==> config.mk <==
export PLATFORM = sky130hd
export DESIGN_NAME = inst_queue
export DESIGN_NICKNAME = d
export VERILOG_FILES = /design/src/rtl/inst_queue.sv
export SDC_FILE = /design/constraint.sdc
export NUM_CORES = 1
export LEC_CHECK = 0
export CORE_MARGIN = 2
export CORE_UTILIZATION = 40
export CTS_CLUSTER_SIZE = 28
export DETAILED_ROUTE_END_ITERATION = 12
export PLACE_DENSITY = 0.67
export RECOVER_POWER = 25
export SLEW_MARGIN = 20
export SYNTH_ARGS = -nofsm -noshare
export SYNTH_HDL_FRONTEND = slang
export SYNTH_SLANG_ARGS = --single-unit
==> constraint.sdc <==
create_clock -name clk -period 8.5 [get_ports clk]
set_input_delay 2.55 -clock clk [delete_from_list [all_inputs] [get_ports clk]]
set_output_delay 2.55 -clock clk [all_outputs]
set_load 0.02 [all_outputs]
==> src/rtl/inst_queue.sv <==
// Instruction queue between fetch and decode: circular buffer that takes masked
// fetch groups (compacted in lane order) and offers up to ISSUE_W oldest entries.
module inst_queue #(
   parameter int unsigned DEPTH   = 8,
   parameter int unsigned FETCH_W = 2,
   parameter int unsigned ISSUE_W = 2
) (
   input  logic                           clk,
   input  logic                           reset,
   input  logic                           flush,
   input  logic                           fetch_valid,
   input  logic [FETCH_W-1:0]             fetch_mask,
   input  logic [32*FETCH_W-1:0]          fetch_inst,
   input  logic [31:0]                    fetch_pc,
   output logic                           fetch_ready,
   output logic [ISSUE_W-1:0]             issue_valid,
   output logic [32*ISSUE_W-1:0]          issue_inst,
   output logic [32*ISSUE_W-1:0]          issue_pc,
   input  logic [$clog2(ISSUE_W+1)-1:0]   issue_take,
   output logic [$clog2(DEPTH):0]         count
);

   localparam int unsigned AW = $clog2(DEPTH);
   localparam int unsigned CW = AW + 1;

   logic [31:0]    inst_mem_q [DEPTH];
   logic [31:0]    pc_mem_q   [DEPTH];
   logic [AW-1:0]  rd_ptr_q, rd_ptr_d;
   logic [AW-1:0]  wr_ptr_q, wr_ptr_d;
   logic [CW-1:0]  count_q, count_d;

   logic                accept;
   logic [FETCH_W-1:0]  wr_en;
   logic [AW-1:0]       wr_idx [FETCH_W];
   logic [31:0]         wr_pc  [FETCH_W];
   logic [CW-1:0]       n_enq, n_deq, n_valid, take_ext;

   assign fetch_ready = (CW'(DEPTH) - count_q) >= CW'(FETCH_W);
   assign accept      = fetch_valid && fetch_ready && !flush;
   assign count       = count_q;

   // Compact masked lanes: each enabled lane takes the next free slot after the write pointer.
   always_comb begin
      logic [CW-1:0] off;
      off = '0;
      for (int i = 0; i < FETCH_W; i++) begin
         wr_en[i]  = accept && fetch_mask[i];
         wr_idx[i] = wr_ptr_q + off[AW-1:0];
         wr_pc[i]  = fetch_pc + 32'(4 * i);
         if (wr_en[i]) off = off + CW'(1);
      end
      n_enq = off;
   end

   always_comb begin
      logic [AW-1:0] rd_idx;
      for (int i = 0; i < ISSUE_W; i++) begin
         rd_idx                = rd_ptr_q + AW'(i);
         issue_valid[i]        = 32'(count_q) > i;
         issue_inst[32*i +: 32] = issue_valid[i] ? inst_mem_q[rd_idx] : '0;
         issue_pc[32*i +: 32]   = issue_valid[i] ? pc_mem_q[rd_idx]   : '0;
      end
   end

   // Clamp the decode request to the lanes actually presented.
   always_comb begin
      n_valid  = (32'(count_q) >= ISSUE_W) ? CW'(ISSUE_W) : count_q;
      take_ext = CW'(issue_take);
      n_deq    = (take_ext < n_valid) ? take_ext : n_valid;
   end

   always_comb begin
      if (flush) begin
         count_d  = '0;
         rd_ptr_d = '0;
         wr_ptr_d = '0;
      end else begin
         count_d  = count_q + n_enq - n_deq;
         rd_ptr_d = rd_ptr_q + n_deq[AW-1:0];
         wr_ptr_d = wr_ptr_q + n_enq[AW-1:0];
      end
   end

   always_ff @(posedge clk or posedge reset) begin
      if (reset) begin
         count_q  <= '0;
         rd_ptr_q <= '0;
         wr_ptr_q <= '0;
      end else begin
         count_q  <= count_d;
         rd_ptr_q <= rd_ptr_d;
         wr_ptr_q <= wr_ptr_d;
      end
   end

   // Storage is left uninitialised; occupancy gates everything visible.
   always_ff @(posedge clk) begin
      for (int i = 0; i < FETCH_W; i++) begin
         if (wr_en[i]) begin
            inst_mem_q[wr_idx[i]] <= fetch_inst[32*i +: 32];
            pc_mem_q[wr_idx[i]]   <= wr_pc[i];
         end
      end
   end

endmodule
==> flow_metrics.tcl, run 1 <==
set metrics [dict create \
    synth_top_family_by_area "multiplexers" \
    path_clk_slew_ns 0.06 \
    portBuffers 238 \
    post-route-period-util 0.889 \
    rows 102 \
    area_delta_synth_final_pct 15.1 \
    post-cts-setup-buffer-count 0 \
    grt_max_degree 139 \
    cts_max_level 2 \
    hold_viol_final 0 \
    end_kind "register" \
    synth_edf_count 512 \
    post-place-ws_ns 1.69 \
    layout_setup_ws_ns 0.948 \
    avgSynthCellArea_um2 11.3 \
    clk_path_buf_depth 3 \
    start_util 0.406 \
    worstSetupPathType "in -> reg" \
    synth_xor_area_frac 0.0658 \
    wirelength_um 97400 \
    clk_latency_ns 0.61 \
    synth-simple-area-share 0.162 \
    ys_warn_count 0 \
    grt_pass1_vias 22700 \
    ant_nets 0 \
    grt_usage 0.238 \
    wire_per_inst_um 24.6 \
    relSlewSlack -1.37 \
    synth-main-ff-cell "edfxtp_1" \
    grt_busiest_layer "met2" \
    fin_tns_setup_ns 0 \
    crit_path_max_fanout 49 \
    synth_compound_area_frac 0.0217 \
    die_x_um 285 \
    grt_first_pass_wirelength_um 145000 \
    ctsResizeCount 0 \
    via_per_inst 5.69 \
    required_ns 8.83 \
    drc 0 \
    synthArstFlopShare 0.0192 \
    yosysSeqAreaShare 0.496 \
    syn_area_um2 31500 \
    violations "max-capacitance violations, max-slew violations" \
    final_max_slew_viol_count 313 \
    grt_overflow_total 0 \
    cts_tree "done" \
    max_freq_ghz 0.132 \
    root_buffer "clkbuf_16" \
    hpwlAfterDp_um 58600 \
    syn-num-nets 2919 \
    grt_use_met1 0.327 \
    finalPower_mw 11.5 \
    use_met3 0.0369 \
    rsz0062_at_grt "false" \
    met2_usage 0.389 \
    synth_fa_ha_area_frac 0.00929 \
    hold_buffers 0 \
    yosysUniqueCellTypes 48 \
    gp_routability_congestion 0.814 \
    drv_cap 11 \
    syn_inst 2794 \
    start_kind "primary input" \
    synth_mux_area_frac 0.203 \
    core-area_um2 77700 \
    finalSetupViolCount 0 \
    dr.first_iter.drc_count 2374 \
    dr.pass1.iters 6 \
    tightestPinTransition_ns 3.52 \
    fin_crit_ns 7.55 \
    cts-buffers-inserted 54 \
    dieArea_um2 81100 \
    clock_skew_ns 0.0106 \
    drive_gt1_frac 0.140 \
    ios 239 \
    p_leak_nw 12.7 \
    antenna_found_initial 4 \
    die_h_um 285 \
    ys_ff_latch 522 \
    status "finished with violations" \
    nNetsFinal 2994 \
    hold_ws_ns 0.681 \
    hold_path.class "reg -> reg" \
    crit_arrival_ns 7.88 \
    vdd_drop_max_v 0.000358 \
    clock-sinks 522 \
    dr_total_vias 22500 \
    powerDensity_nw_per_um2 318 \
]
path summary, 6_finish.rpt:
kind / cells past startpoint / slack (ns) / endpoint / startpoint
setup / recovery: 12 / 0.95 / pc_mem_q[2][11] / flush
hold / removal: 2 / 0.68 / wr_ptr_q[2] / wr_ptr_q[2]
setup reg to reg: 15 / 1.71 / pc_mem_q[2][11] / count[0]
hold reg to reg: 2 / 0.68 / wr_ptr_q[2] / wr_ptr_q[2]
max in group asynchronous: 2 / 5.58 / rd_ptr_q[2] / reset
min in group asynchronous: 2 / 2.56 / wr_ptr_q[0] / reset
state kept, by name (all words and copies together) (netlist names):
register,flops
count,4
pc_mem_q,256
wr_ptr_q,3
inst_mem_q,256
rd_ptr_q,3
cells in the final DEF, fill, tap and decap left out, drive strengths merged, types with 3 or more instances in the layout:
cell and count:
nand2 1038, edfxtp 512, mux4 256, clkdlybuf4s50 228, nor2 173, xnor2 128, xor2 108, clkbuf 80
a21oi 67, mux2i 64, buf 44, nand3 26, o21ai 22, clkinv 19, nor3 18, inv 17
ha 17, dlygate4sd3 10, dfrtp 10, and3 8, and4 8, a21boi 8, and2 7, nand4 6
nor2b 5, bufinv 5, fa 4, nor4 3, clkinvlp 3
kinds of logic (layout without fill, tap and decap cells):
group	count (synthesis)	after routing
flops	522	522
other cells	0	2
xor+xnor	236	236
buf+inv	287	406
compound gates	107	107
mux	320	320
simple gates	1301	1301
fa+ha+maj	21	21
cell type report:
type | instances | area [um2]
Timing Repair Buffer | 290 | 2800
Inverter | 16 | 60.1
Fill cell | 6856 | 41400
Clock inverter | 28 | 263
Sequential cell | 522 | 15600
Clock buffer | 72 | 1480
Tap cell | 1040 | 1300
Antenna cell | 2 | 5.00
Multi-Input combinational cell | 1985 | 14700
through the flow:
step,cell area (um2),utilization,cells
after floorplan,31500,-,2794
after global placement,34600,0.446,3852
after detailed placement,34700,0.446,3853
after CTS,36400,0.468,3953
after global routing,36300,0.467,3955
final,36300,0.467,3955
worst max-delay path, cell delays in order:
cell	delay, ns
dlygate4sd3_1	0.88
nand2b_1	0.17
a21oi_1	0.07
and2_0	0.28
ha_1	0.19
ha_1	0.21
xnor2_1	0.18
and3_1	0.28
o21ai_4	0.11
clkbuf_1	2.49
nor2_1	0.16
xor2_1	0.27
synth_stat cells (5+ instances only):
master	count	area, um2
nor2b_1	5	31.3
buf_4	8	60.1
nand3_1	26	130
xor2_1	108	946
inv_1	16	60.1
o21ai_2	7	61.3
nand4_1	6	37.5
mux2i_1	64	641
nor2_1	173	649
dfrtp_1	10	250
and4_1	8	70.1
a21oi_1	67	335
buf_2	167	836
buf_1	13	48.8
xnor2_1	127	1110
mux4_2	256	5770
edfxtp_1	512	15400
clkbuf_1	81	304
nand2_1	1038	3900
ha_1	17	213
and3_1	8	50.1
nor3_1	17	85.1
o21ai_0	14	70.1
and2_1	7	43.8
where the power goes:
group	switching (mW)	internal [mW]	total, mW
sequential	0.164	2.97	3.13
combinational	3.32	2.70	6.01
clock	1.02	1.37	2.39
routing by layer:
layer | up-vias | routed length [um]
met4 | 4 | 2590
met1 | 11300 | 39200
met3 | 146 | 8990
li1 | 9905 | -
met5 | - | 27
met2 | 1154 | 46600
(Power assumes the default switching activity.)
==> run 2, diff against run 1 <==
--- a/config.mk
+++ b/config.mk
@@ -5,7 +5,8 @@
 export SDC_FILE = /design/constraint.sdc
 export NUM_CORES = 1
 export LEC_CHECK = 0
-export CORE_MARGIN = 2
+export CORE_ASPECT_RATIO = 2
+export CORE_MARGIN = 1
 export CORE_UTILIZATION = 40
 export CTS_CLUSTER_SIZE = 28
 export DETAILED_ROUTE_END_ITERATION = 12
==> flow_metrics.tcl, run 2 (synthesis gave the netlist of run 1 again) <==
set metrics [dict create \
    antenna_found_initial 14 \
    cpPeakStageDelay_ns 2.22 \
    start_kind "register" \
    die_h_um 399 \
    dr_wl_met2_um 50200 \
    cts_max_level 2 \
    clk_latency_ns 0.59 \
    ctsResizeCount 0 \
    hpwlAfterDp_um 59900 \
    cp_top_family "compound AO/OA/AOI/OAI gates" \
    clock-sinks 522 \
    drive_gt1_frac 0.136 \
    area_delta_synth_final_pct 14.0 \
    dr.pass1.iters 6 \
    crit_path_max_fanout 46 \
    relSlewSlack -1.68 \
    clock_skew_ns 0.0147 \
    hold_viol_final 0 \
    fin_tns_setup_ns 0 \
    max_freq_ghz 0.130 \
    drc 0 \
    grt_overflow_total 0 \
    final_common_cell "nand2_1" \
    layout_setup_ws_ns 0.803 \
    violations "max-capacitance violations, max-slew violations" \
    portBuffers 238 \
    wirelength_um 97600 \
    ant_nets 0 \
    dieArea_um2 80000 \
    fin_crit_ns 7.70 \
    powerDensity_nw_per_um2 313 \
    vdd_drop_max_v 0.000666 \
    gp_routability_congestion 0.810 \
    post-route-period-util 0.906 \
    finalPower_mw 11.2 \
    post-cts-setup-buffer-count 0 \
    wl_met3_um 8030 \
    m1WireLength_um 34800 \
    cts-buffers-inserted 47 \
    cp_cell_sequence "inv_1 > ha_1 > o21a_1 > buf_4 > a21oi_1 > clkdlybuf4s50_1" \
    final_max_slew_viol_count 406 \
    hold_path.class "reg -> reg" \
    required_ns 5.95 \
    via_per_inst 5.73 \
    grt_first_pass_wirelength_um 144000 \
    die_x_um 201 \
    hold_buffers 0 \
    rows 145 \
    final_util 0.461 \
    tightestPinTransition_ns 3.98 \
    path_clk_slew_ns 0.06 \
    cts_tree "done" \
    start_util 0.404 \
    post-place-ws_ns 1.71 \
    root_buffer "clkbuf_16" \
    grt_usage 0.242 \
    final_cell_mix "1038 x nand2_1, 512 x edfxtp_1, 256 x mux4_2" \
    crit_arrival_ns 5.15 \
    ios 239 \
    finalSetupViolCount 0 \
    rsz0062_at_grt "false" \
    core-area_um2 78000 \
    cp_num_buf_inv 3 \
    dr_total_vias 22500 \
    highest_layer "met5" \
    clk_path_buf_depth 3 \
    nNetsFinal 2985 \
    wire_per_inst_um 24.8 \
    dr.first_iter.drc_count 1941 \
    worstSetupPathType "reg -> out" \
    drv_cap 13 \
    cp_slowest_cell "o21a_1" \
    end_kind "output port" \
    status "finished with violations" \
    grt_max_degree 127 \
    grt_pass1_vias 23100 \
    p_leak_nw 12.5 \
]
[run 2: cell types whose count changed in the layout (fill, tap and decap cells not counted), moves of 4 or more]
cell,change
clkbuf_1,-10
clkinv_4,+4
clkbuf_16,-8
o21ai_1,+4
[run 2: area by class of cell]
class	count	area [um2]
clock inverter	29	211
fill	7026	42100
multi-input combinational	1985	14700
tap	1029	1290
inverter	16	60.1
clock buffer	55	1250
timing repair buffer	288	2810
sequential	522	15600
antenna	4	10.0
[run 2: tightest hold or removal path, stage by stage, from the launching register on]
cell     delay [ns]
dfrtp_1        0.45
xor2_1         0.10
nor2_1         0.08
[run 2: report_power, final]
part	internal (mW)	switching, mW	total, mW	leakage (nW)
Combinational	2.70	3.30	6.00	7.07
Sequential	2.97	0.170	3.14	4.75
Clock	1.12	0.995	2.11	0.705
[run 2: routing by layer]
| layer | vias to the layer above | track usage |
|---|---|---|
| li1 | 9877 | - |
| met1 | 11300 | 0.277 |
| met2 | 1085 | 0.436 |
| met3 | 287 | 0.0437 |
| met4 | 22 | 0.112 |
| met5 | - | 0 |
[run 2: final timing paths]
check	startpoint	endpoint	slack (ns)	depth (start not counted)
max	count[0]	issue_pc[60]	0.80	6
max reg2reg	count[0]	inst_mem_q[3][26]	1.94	15
min	wr_ptr_q[2]	wr_ptr_q[2]	0.68	2
min in group asynchronous	reset	wr_ptr_q[1]	2.40	2
max in group asynchronous	reset	rd_ptr_q[2]	5.78	2
min reg2reg	wr_ptr_q[2]	wr_ptr_q[2]	0.68	2
[run 2: stage by stage]
step                hold WS, ns  std cells  instance area (um2)
floorplan                 0.590       2794                31500
CTS                       0.671       3924                36100
finish                    0.677       3928                35900
global placement          0.642       3840                34600
global route              0.686       3927                35900
detailed placement        0.657       3840                34600
